**src/rtl/multicycle_ctrl_pkg.sv**
```systemverilog
// Shared encodings for the multi-cycle MIPS control sequencer and its datapath muxes.
// Also provides the per-state control decode and the DECODE dispatch table.
package mc_pkg;

   typedef enum logic [3:0] {
      S_INIT     = 4'd0,
      S_FETCH    = 4'd1,
      S_DECODE   = 4'd2,
      S_EXEC_R   = 4'd3,
      S_EXEC_I   = 4'd4,
      S_MEM_ADDR = 4'd5,
      S_MEM_RD   = 4'd6,
      S_MEM_WB   = 4'd7,
      S_MEM_WR   = 4'd8,
      S_WB_R     = 4'd9,
      S_WB_I     = 4'd10,
      S_BRANCH   = 4'd11,
      S_JUMP     = 4'd12,
      S_HALT     = 4'd13
   } state_t;

   localparam logic [5:0] OP_RTYPE = 6'h00;
   localparam logic [5:0] OP_J     = 6'h02;
   localparam logic [5:0] OP_JAL   = 6'h03;
   localparam logic [5:0] OP_BEQ   = 6'h04;
   localparam logic [5:0] OP_ORI   = 6'h0D;
   localparam logic [5:0] OP_LUI   = 6'h0F;
   localparam logic [5:0] OP_LW    = 6'h23;
   localparam logic [5:0] OP_SW    = 6'h2B;

   localparam logic [5:0] FN_SLL   = 6'h00;
   localparam logic [5:0] FN_JR    = 6'h08;
   localparam logic [5:0] FN_ADDU  = 6'h21;
   localparam logic [5:0] FN_SUBU  = 6'h23;

   typedef enum logic [2:0] {
      ALU_ADD = 3'd0, ALU_SUB = 3'd1, ALU_OR = 3'd2, ALU_LUI = 3'd3
   } alu_op_t;

   typedef enum logic [1:0] {
      SRCB_RT = 2'd0, SRCB_4 = 2'd1, SRCB_EXT = 2'd2, SRCB_EXT_SH2 = 2'd3
   } alu_src_b_t;

   typedef enum logic [1:0] {
      EXT_ZERO = 2'd0, EXT_SIGN = 2'd1
   } ext_op_t;

   typedef enum logic [1:0] {
      DST_RT = 2'd0, DST_RD = 2'd1, DST_RA = 2'd2
   } reg_dst_t;

   typedef enum logic [1:0] {
      WSRC_ALUOUT = 2'd0, WSRC_MDR = 2'd1, WSRC_PC = 2'd3
   } reg_src_t;

   typedef enum logic [1:0] {
      NPC_ALU = 2'd0, NPC_ALUOUT = 2'd1, NPC_JUMP = 2'd2, NPC_RS = 2'd3
   } npc_src_t;

   typedef enum logic [3:0] {
      CLS_ILLEGAL, CLS_ADDU, CLS_SUBU, CLS_NOP, CLS_JR, CLS_ORI,
      CLS_LUI, CLS_LW, CLS_SW, CLS_BEQ, CLS_J, CLS_JAL
   } cls_t;

   // Moore part of the control word; FETCH/BRANCH pc_write and ir_write are added in the top.
   typedef struct packed {
      logic       mem_req;
      logic       mem_write;
      logic       pc_write;
      logic       reg_write;
      alu_op_t    alu_op;
      logic       alu_src_a;
      alu_src_b_t alu_src_b;
      ext_op_t    ext_op;
      reg_dst_t   reg_dst;
      reg_src_t   reg_src;
      npc_src_t   npc_src;
      logic       halted;
   } ctl_t;

   function automatic ctl_t ctl_for(state_t s, cls_t c);
      ctl_t k;
      k = '0;
      case (s)
         S_FETCH: begin
            k.mem_req   = 1'b1;
            k.alu_src_b = SRCB_4;
         end
         S_DECODE: begin
            k.alu_src_b = SRCB_EXT_SH2;
            k.ext_op    = EXT_SIGN;
         end
         S_EXEC_R: begin
            k.alu_src_a = 1'b1;
            k.alu_op    = (c == CLS_SUBU) ? ALU_SUB : ALU_ADD;
         end
         S_EXEC_I: begin
            k.alu_src_a = 1'b1;
            k.alu_src_b = SRCB_EXT;
            k.alu_op    = (c == CLS_LUI) ? ALU_LUI : ALU_OR;
         end
         S_MEM_ADDR: begin
            k.alu_src_a = 1'b1;
            k.alu_src_b = SRCB_EXT;
            k.ext_op    = EXT_SIGN;
         end
         S_MEM_RD: k.mem_req = 1'b1;
         S_MEM_WR: begin
            k.mem_req   = 1'b1;
            k.mem_write = 1'b1;
         end
         S_WB_R: begin
            k.reg_write = 1'b1;
            k.reg_dst   = DST_RD;
         end
         S_WB_I:   k.reg_write = 1'b1;
         S_MEM_WB: begin
            k.reg_write = 1'b1;
            k.reg_src   = WSRC_MDR;
         end
         S_BRANCH: begin
            k.alu_src_a = 1'b1;
            k.alu_op    = ALU_SUB;
            k.npc_src   = NPC_ALUOUT;
         end
         S_JUMP: begin
            k.pc_write = 1'b1;
            k.npc_src  = (c == CLS_JR) ? NPC_RS : NPC_JUMP;
            if (c == CLS_JAL) begin
               k.reg_write = 1'b1;
               k.reg_dst   = DST_RA;
               k.reg_src   = WSRC_PC;
            end
         end
         S_HALT:  k.halted = 1'b1;
         default: k = '0;
      endcase
      return k;
   endfunction

   function automatic state_t dispatch(cls_t c);
      state_t s;
      case (c)
         CLS_ADDU, CLS_SUBU:      s = S_EXEC_R;
         CLS_NOP:                 s = S_FETCH;
         CLS_JR, CLS_J, CLS_JAL:  s = S_JUMP;
         CLS_ORI, CLS_LUI:        s = S_EXEC_I;
         CLS_LW, CLS_SW:          s = S_MEM_ADDR;
         CLS_BEQ:                 s = S_BRANCH;
         default:                 s = S_HALT;
      endcase
      return s;
   endfunction

endpackage

```
**src/rtl/multicycle_ctrl_if.sv**
```systemverilog
// Memory request/ready handshake between the sequencer (master) and instruction/data memory.
interface multicycle_ctrl_if;
   logic mem_req;
   logic mem_write;
   logic mem_ready;

   modport master (output mem_req, output mem_write, input mem_ready);
   modport slave  (input mem_req, input mem_write, output mem_ready);
endinterface

```
**src/rtl/multicycle_ctrl_decode.sv**
```systemverilog
// Combinational op/funct -> instruction class; unsupported encodings map to CLS_ILLEGAL.
module mc_decode
   import mc_pkg::*;
(
   input  logic [5:0] i_op,
   input  logic [5:0] i_funct,
   output cls_t       o_cls
);

   always_comb begin
      o_cls = CLS_ILLEGAL;
      case (i_op)
         OP_RTYPE: begin
            case (i_funct)
               FN_ADDU: o_cls = CLS_ADDU;
               FN_SUBU: o_cls = CLS_SUBU;
               FN_SLL:  o_cls = CLS_NOP;
               FN_JR:   o_cls = CLS_JR;
               default: o_cls = CLS_ILLEGAL;
            endcase
         end
         OP_ORI:  o_cls = CLS_ORI;
         OP_LUI:  o_cls = CLS_LUI;
         OP_LW:   o_cls = CLS_LW;
         OP_SW:   o_cls = CLS_SW;
         OP_BEQ:  o_cls = CLS_BEQ;
         OP_J:    o_cls = CLS_J;
         OP_JAL:  o_cls = CLS_JAL;
         default: o_cls = CLS_ILLEGAL;
      endcase
   end

endmodule

```
**src/rtl/multicycle_ctrl.sv**
```systemverilog
// Multi-cycle MIPS control sequencer: registered FSM driving datapath selects and strobes.
// Optional performance counters (cycle_cnt, instr_cnt) when MULTICYCLE_PERF_EN is defined.
module multicycle_ctrl
   import mc_pkg::*;
(
   input  logic                     clk,
   input  logic                     reset,
   input  logic [5:0]               op,
   input  logic [5:0]               funct,
   input  logic                     zero,
   multicycle_ctrl_if.master        mem,
   output logic                     ir_write,
   output logic                     pc_write,
   output logic                     reg_write,
   output logic [2:0]               alu_op,
   output logic                     alu_src_a,
   output logic [1:0]               alu_src_b,
   output logic [1:0]               ext_op,
   output logic [1:0]               reg_dst,
   output logic [1:0]               reg_src,
   output logic [1:0]               npc_src,
   output logic [3:0]               state,
   output logic                     halted
`ifdef MULTICYCLE_PERF_EN
   ,
   output logic [31:0]              cycle_cnt,
   output logic [31:0]              instr_cnt
`endif
);

   state_t r_state;
   ctl_t   r_ctl;
   state_t w_next;
   cls_t   w_cls;

   mc_decode u_decode (
      .i_op    (op),
      .i_funct (funct),
      .o_cls   (w_cls)
   );

   always_comb begin
      w_next = r_state;
      case (r_state)
         S_INIT:     w_next = S_FETCH;
         S_FETCH:    if (mem.mem_ready) w_next = S_DECODE;
         S_DECODE:   w_next = dispatch(w_cls);
         S_EXEC_R:   w_next = S_WB_R;
         S_EXEC_I:   w_next = S_WB_I;
         S_MEM_ADDR: w_next = (w_cls == CLS_LW) ? S_MEM_RD : S_MEM_WR;
         S_MEM_RD:   if (mem.mem_ready) w_next = S_MEM_WB;
         S_MEM_WR:   if (mem.mem_ready) w_next = S_FETCH;
         S_WB_R, S_WB_I, S_MEM_WB, S_BRANCH, S_JUMP: w_next = S_FETCH;
         S_HALT:     w_next = S_HALT;
         default:    w_next = S_HALT;
      endcase
   end

   // Control word is precomputed for the state being entered, so outputs come straight from flops.
   always_ff @(posedge clk or negedge reset) begin
      if (!reset) begin
         r_state <= S_INIT;
         r_ctl   <= '0;
      end else begin
         r_state <= w_next;
         r_ctl   <= ctl_for(w_next, w_cls);
      end
   end

   assign mem.mem_req   = r_ctl.mem_req;
   assign mem.mem_write = r_ctl.mem_write;
   assign ir_write      = (r_state == S_FETCH) && mem.mem_ready;
   assign pc_write      = r_ctl.pc_write
                        || ((r_state == S_FETCH) && mem.mem_ready)
                        || ((r_state == S_BRANCH) && zero);
   assign reg_write     = r_ctl.reg_write;
   assign alu_op        = r_ctl.alu_op;
   assign alu_src_a     = r_ctl.alu_src_a;
   assign alu_src_b     = r_ctl.alu_src_b;
   assign ext_op        = r_ctl.ext_op;
   assign reg_dst       = r_ctl.reg_dst;
   assign reg_src       = r_ctl.reg_src;
   assign npc_src       = r_ctl.npc_src;
   assign halted        = r_ctl.halted;
   assign state         = r_state;

`ifdef MULTICYCLE_PERF_EN
   logic [31:0] r_cycle_cnt;
   logic [31:0] r_instr_cnt;

   always_ff @(posedge clk or negedge reset) begin
      if (!reset) begin
         r_cycle_cnt <= '0;
         r_instr_cnt <= '0;
      end else begin
         if ((r_state != S_INIT) && (r_state != S_HALT))
            r_cycle_cnt <= r_cycle_cnt + 32'd1;
         if ((w_next == S_FETCH) && (r_state != S_FETCH) && (r_state != S_INIT))
            r_instr_cnt <= r_instr_cnt + 32'd1;
      end
   end

   assign cycle_cnt = r_cycle_cnt;
   assign instr_cnt = r_instr_cnt;
`endif

endmodule

```
**src/flat_wrapper.sv**
```systemverilog
// flat-port wrapper written by rule: the top's interface ports become plain ports
module multicycle_ctrl_flat import mc_pkg::*;
  (clk, reset, op, funct, zero, ir_write, pc_write, reg_write, alu_op, alu_src_a, alu_src_b, ext_op, reg_dst, reg_src, npc_src, state, halted, mem_mem_req, mem_mem_write, mem_mem_ready);
  multicycle_ctrl_if mem_i ();
  input  logic clk;
  input  logic reset;
  input  logic [5:0] op;
  input  logic [5:0] funct;
  input  logic zero;
  output logic ir_write;
  output logic pc_write;
  output logic reg_write;
  output logic [2:0] alu_op;
  output logic alu_src_a;
  output logic [1:0] alu_src_b;
  output logic [1:0] ext_op;
  output logic [1:0] reg_dst;
  output logic [1:0] reg_src;
  output logic [1:0] npc_src;
  output logic [3:0] state;
  output logic halted;
  output wire logic [$bits(mem_i.mem_req)-1:0] mem_mem_req;
  output wire logic [$bits(mem_i.mem_write)-1:0] mem_mem_write;
  input wire logic [$bits(mem_i.mem_ready)-1:0] mem_mem_ready;
  assign mem_mem_req = mem_i.mem_req;
  assign mem_mem_write = mem_i.mem_write;
  assign mem_i.mem_ready = mem_mem_ready;
  multicycle_ctrl u_core (.clk(clk), .reset(reset), .op(op), .funct(funct), .zero(zero), .mem(mem_i), .ir_write(ir_write), .pc_write(pc_write), .reg_write(reg_write), .alu_op(alu_op), .alu_src_a(alu_src_a), .alu_src_b(alu_src_b), .ext_op(ext_op), .reg_dst(reg_dst), .reg_src(reg_src), .npc_src(npc_src), .state(state), .halted(halted));
endmodule
```
**config.mk**
```make
export PLATFORM = sky130hd
export DESIGN_NAME = multicycle_ctrl_flat
export DESIGN_NICKNAME = d
export VERILOG_FILES = /design/src/rtl/multicycle_ctrl_pkg.sv /design/src/rtl/multicycle_ctrl_if.sv /design/src/rtl/multicycle_ctrl_decode.sv /design/src/rtl/multicycle_ctrl.sv /design/src/flat_wrapper.sv
export SDC_FILE = /design/constraint.sdc
export NUM_CORES = 1
export LEC_CHECK = 0
export CAP_MARGIN = 20
export CORE_MARGIN = 8
export CORE_UTILIZATION = 48
export DETAILED_ROUTE_END_ITERATION = 10
export PLACE_DENSITY = 0.8
export SYNTH_ARGS = -nofsm -noshare
export SYNTH_HDL_FRONTEND = slang
export SYNTH_SLANG_ARGS = --single-unit
```
**constraint.sdc**
```tcl
create_clock -name clk -period 2.4 [get_ports clk]
set_clock_uncertainty 0.1 [all_clocks]
set_input_delay 0.36 -clock clk [delete_from_list [all_inputs] [get_ports clk]]
set_output_delay 0.36 -clock clk [all_outputs]
set_load 0.05 [all_outputs]
```
After elaboration in Yosys (flattened, before gate mapping)
Memory sizes are Yosys's and may differ from the RTL's.
Index checks and enable logic that the tools add are counted.
{"block": "classes", "n_addsub": 0, "bitwise_logic": 0, "order_cmp": 0, "muxes": 24, "n_eq_ne": 40, "div_mod_pow": 0, "reduce_logical": 13, "mul": 0, "shift": 0}
{"op": "one-hot mux 4 bit (8 select lines)", "count": 2}
{"op": "equality test 4 bit, second input constant", "count": 12}
{"op": "equality test 4 x 3 -> 1 bit, second input constant", "count": 11}
{"op": "equality test 6 bit, second input constant", "count": 4}
{"op": "equality test 4 x 2 -> 1 bit, second input constant", "count": 5}
{"op": "2-to-1 mux 4 bit", "count": 5}
{"op": "equality test 6 x 4 -> 1 bit, second input constant", "count": 3}
{"op": "equality test 6 x 2 -> 1 bit, second input constant", "count": 2}
{"op": "logical NOT 6 bit", "count": 2}
{"op": "one-hot mux 2 bit (2 select lines)", "count": 3}
{"op": "one-hot mux 3 bit (4 select lines)", "count": 1}
{"op": "2-to-1 mux 1 bit", "count": 10}
{"op": "one-hot mux 3 bit (3 select lines)", "count": 1}
{"op": "equality test 4 x 1 -> 1 bit, second input constant", "count": 2}
{"op": "equality test 6 x 3 -> 1 bit, second input constant", "count": 1}
{"op": "one-hot mux 2 bit (3 select lines)", "count": 1}
{"op": "OR reduction 3 bit", "count": 2}
{"op": "OR reduction 6 bit", "count": 1}
{"op": "logical NOT 4 bit", "count": 1}
{"op": "OR reduction 2 bit", "count": 2}
{"op": "OR reduction 4 bit", "count": 1}
{"op": "logical AND 1 bit", "count": 2}
{"op": "logical OR 1 bit", "count": 2}
{"op": "one-hot mux 1 bit (2 select lines)", "count": 1}
{"block": "word_totals", "inputBits": 16, "latch_bits": 0, "n_memories": 1, "elab_cells": 91, "ramBits": 0, "ff_bits": 22, "rom_bits": 64, "output_inout_bits": 24}
{"memory": "(name not given)", "words": 16, "word_bits": 4, "read_ports": 1, "rd_ports_with_merged_regs": 0, "write_ports": 0, "line_no": "multicycle_ctrl_pkg.sv:143", "source": "case (c)"}

Longest topological paths before layout
{"block": "depth", "depth_word": 9, "ltp_mapped": 14, "mapped_depth_nobuf": 13}

Cells and area by module
A second synthesis with hierarchy kept.
{"block": "hier_totals", "cells_unflattened": 143, "area_unflattened_um2": 1360.1}
{"mod": "multicycle_ctrl", "seq_area_each_um2": 500.5, "area_each_um2": 1163.6, "cells_per_inst": 115, "instances": 1}
{"mod": "mc_decode", "seq_area_each_um2": 0.0, "area_each_um2": 196.4, "cells_per_inst": 28, "instances": 1}

Worst setup path after synthesis
OpenSTA, ideal clock, no wires.
{"block": "synth_path", "kind": "input to register", "from": "in op[2]", "to": "reg u_core.r_ctl (netlist bit u_core.alu_op[0])", "arrival_ps": 2805, "n_path_buf": 1, "setup_ps": 87, "cell_stages": 12, "required_time_ps": 2213, "path_slack_ps": -591, "cell_sequence": "buf_2 > nor4_2 > nand3b_1 > o32ai_1 > ha_1 > nor2b_1 > nand4b_1 > o211ai_1 > a31o_2 > nor2_2 > or3_1 > a211oi_2"}
{"block": "synth_between", "elab_chain_cells": 7, "word_cells_on_any_way": 21, "classes_between": "eq/ne (13); mux (6); reduce/logical (1); memory (1)"}
{"item": "start, declared", "line_no": "flat_wrapper.sv:7", "source": "input logic [5:0] op;"}
{"item": "equality test 6 x 2 -> 1 bit (tied with other cells)", "line_no": "multicycle_ctrl_decode.sv:12", "source": "case (i_op)"}
{"item": "one-hot mux 4 bit (8 select lines) (*)", "line_no": "multicycle_ctrl_decode.sv:12"}
{"item": "branches (longest 4 deep; another with memory (16 x 4 bit))"}
{"item": "one-hot mux 3 bit (3 select lines) (*)", "line_no": "multicycle_ctrl_pkg.sv:84", "source": "case (s)"}
{"item": "end signal, assigned", "line_no": "multicycle_ctrl.sv:66", "source": "r_ctl <= ctl_for(w_next, w_cls);"}
{"item": "end, declared", "line_no": "multicycle_ctrl.sv:32", "source": "ctl_t r_ctl;"}
Every way passes the cells marked *.

Worst setup path after layout
{"block": "layout_path", "from": "in op[3]", "to": "reg u_core.r_ctl (netlist bit u_core.npc_src[0])"}
{"block": "layout_between", "elab_chain_cells": 7, "word_cells_on_any_way": 18, "classes_between": "eq/ne (11); mux (5); reduce/logical (1); memory (1)"}
{"item": "equality test 6 x 2 -> 1 bit (tied with other cells)", "line_no": "multicycle_ctrl_decode.sv:12"}
{"item": "one-hot mux 4 bit (8 select lines) (*)", "line_no": "multicycle_ctrl_decode.sv:12"}
{"item": "branches (longest 4 deep; another with memory (16 x 4 bit))"}
{"item": "one-hot mux 2 bit (2 select lines) (*)", "line_no": "multicycle_ctrl_pkg.sv:84"}
Marked as above.

==> out/metrics.csv <==
metric,value,unit
final_nets,248,
antenna_found_initial,0,
grt_pass1_vias,1426,
yosys-top-cells-count,"19 x dfrtp_1, 12 x nor2_1, 9 x nand2_1",
drive_gt1_frac,0.441,
holdCritPathClass,input pin to async pin,
area_growth,62.0,%
chipHeight,70.8,um
antenna_left,0,
timing.final.ws_setup,-0.353,ns
worst_ep_arrival_time,2.89,ns
grt_first_pass_wirelength,6730,um
stdcell_count,260,
final-hold-violation-count,0,
powerDensity,1070,nW/um^2
die_area,5020,sq um
path_clk_slew,0.11,ns
clkPwrFrac,0.064,
synth_top_family_by_area,simple AND/OR/NAND/NOR gates,
rsz0062_at_grt,yes,
synth_cell_types,63,
worst_ep_required_time,2.54,ns
synthCells,154,
place_congestion,0.852,
die_x,70.8,um
seq_area_frac_synth,0.329,
crit_chain,"buf_8, nor4_4, nand3b_1, o32ai_2, ha_2, nor2b_4, nand4b_1, o211ai_1, a31o_2, nor2_4, or3_4, buf_4, a21oi_2",
end_kind,flip-flop,
synth-async-reset-ratio,1.00,
routed_wl,4880,um
ff_latch_area,475,sq um
vias_per_cell,6.02,
synth.area.mux_share,0.0147,
maxSlewHeadroom,0.469,
fin_crit_sh,1.15,
ys.warnings.count,0,
synth-simple-area-share,0.310,
tightest_slew,0.794,ns
syn_area,1440,sq um
grt_max_degree,20,
ys_seq_elements,19,
drv_slew,0,
path_max_fanout,4,
ir_drop,684,uV
htreeDepth,1,
vias,1565,
synth-edff-count,0,
fill_cells,187,
worstReg2RegStart,u_core.state[0],
dp_cells,247,
reg2reg_depth,8,
cpMaxStageDelayCell,or3_4,
cts-buffers-inserted,3,
finalWorstPathRequiredPeriod,2.75,ns
synthFlopType,dfrtp_1,
rr_endpoint,u_core.npc_src[0],
start_kind,input pin,
coreArea,2950,sq um
ios,40,
clock_path_buffers,2,
worstSetupPathType,input pin to flip-flop,
p_sw,1.27,mW
power.leakage,0.956,nW
setup_viol,14,
violations,setup timing,
combPwrFrac,0.752,
port_buffers,37,
num_rows,20,
clock_latency,0.30,ns
globalRoute.totalOverflow,0,
synth_xor_area_frac,0.0182,
synth_most_common_cell,dfrtp_1,
reg2reg_slack,0.03,ns
critPathMaxStageDelay,0.39,ns
synth.area.top_cells,"dfrtp_1 33%, ha_1 3.5%, nor2_1 3.1%",
pwr-share-seq,0.183,
firstDrtPassIters,4,
cellInternalPower,1.24,mW
synth_top_cell_area_share,0.329,
worst_hold_slack,0.410,ns
maxCapViolCount,0,
routedWlPerCell,18.8,um
grt_use_total,0.162,
drc,0,
multiInputGateArea,1070,sq um
outcome,finished with violations,
dp_hpwl,3170,um
cts_tree,built,
drt_iter0_drc,189,
diodes,0,
postSynthAreaPerCell,9.38,sq um
cts-root-buf,clkbuf_4,
synth_fa_ha_area_frac,0.0347,
swShare,0.506,
yosys.area.top_type,dfrtp_1,
cts_sinks,19,
synth_compound_area_frac,0.234,
timing.fmax,0.363,GHz
start_util,0.489,
post-place-ws,-0.996,ns
cells by family (layout without fill, tap and decap cells):
logic type,after synthesis,after routing
buf+inv,16,88
xor+xnor,3,3
flops,19,19
fa+ha+maj,4,4
simple gates,69,69
compound gates,40,40
other cells,1,2
mux,2,2
critical path: cells and delay by family:
family,cells,cell delay (ns)
simple gates,6,1.14
compound gates,4,0.88
fa+ha+maj,1,0.26
buf+inv,2,0.26
worst max-delay path by stage:
stage | startpoint | end | cells past startpoint
4_1_cts | op[3] | u_core.alu_op[0] | 12
3_5_place_dp | op[0] | u_core.alu_op[0] | 12
5_1_grt | op[3] | u_core.alu_op[0] | 12
3_3_place_gp | op[0] | u_core.alu_op[0] | 12
6_report | op[3] | u_core.npc_src[0] | 13
2_1_floorplan | op[1] | u_core.alu_op[0] | 11
sequential cells by signal, summed over array words and instances (netlist names):
| register | count |
|---|---|
| u_core.halted | 1 |
| u_core.alu_op | 2 |
| u_core.reg_write | 1 |
| u_core.alu_src_b | 2 |
| u_core.alu_src_a | 1 |
| u_core.reg_dst | 2 |
| u_core.npc_src | 2 |
| u_core.mem.mem_write | 1 |
| u_core.reg_src | 1 |
| u_core.ext_op | 1 |
| u_core.mem.mem_req | 1 |
| u_core.state | 4 |
layout by cell type, fill, tap and decap left out, types with 3 or more instances in the layout:
master | netlist | routed
inv_1 | 5 | 4
nor2_1 | 12 | 8
nor3_1 | 4 | 4
nand3_1 | 6 | 4
buf_2 | 2 | 5
clkbuf_4 | 0 | 3
clkdlybuf4s50_1 | 0 | 23
buf_6 | 1 | 7
a21oi_2 | 1 | 5
a21oi_1 | 7 | 3
dlygate4sd2_1 | 0 | 4
nand3_4 | 0 | 3
and3_1 | 3 | 3
o21a_1 | 3 | 3
buf_4 | 3 | 34
dfrtp_1 | 19 | 19
o21ai_2 | 1 | 3
nand2b_1 | 5 | 5
nor2_4 | 1 | 4
and2_1 | 4 | 4
nand2_1 | 9 | 9
power groups by stage:
| stage | clock network, mW | logic [mW] | registers (mW) |
|---|---|---|---|
| after CTS | 0.160 | 1.66 | 0.453 |
| final | 0.161 | 1.88 | 0.459 |
| after global routing | 0.178 | 1.96 | 0.464 |
| after detailed placement | 0 | 1.60 | 0.461 |
| after global placement | 0 | 1.56 | 0.454 |
| after floorplan | 0 | 0.641 | 0.808 |
layer usage:
metal	global-route usage	up-vias	share of wire
met5	0	-	0
met4	0.0416	0	0.022
met3	0.0410	14	0.085
met2	0.304	90	0.51
met1	0.173	751	0.38
li1	-	710	-
what timing repair did:
action | CTS | global route
gates resized for setup | 57 | 23
hold buffers | 0 | 0
setup endpoints to repair | 18 | 14
pin swaps | 15 | 8
setup buffers | 5 | 4
metrics by stage:
step	setup TNS (ns)	utilization	total power, mW	cell area (sq um)
finish	-3.01	0.792	2.50	2340
global route	-3.43	0.792	2.61	2340
CTS	-0.566	0.752	2.27	2220
detailed placement	-14.49	0.709	2.06	2090
global placement	-12.85	0.709	2.02	2090
floorplan	-1.53	-	1.45	1490
final cells by class:
type	instances	area share
Tap cell	33	0.0176
Sequential cell	19	0.203
Inverter	7	0.0123
Multi-Input combinational cell	120	0.459
Timing Repair Buffer	77	0.297
Clock buffer	4	0.0112
Power figures use the tool's default switching activity.
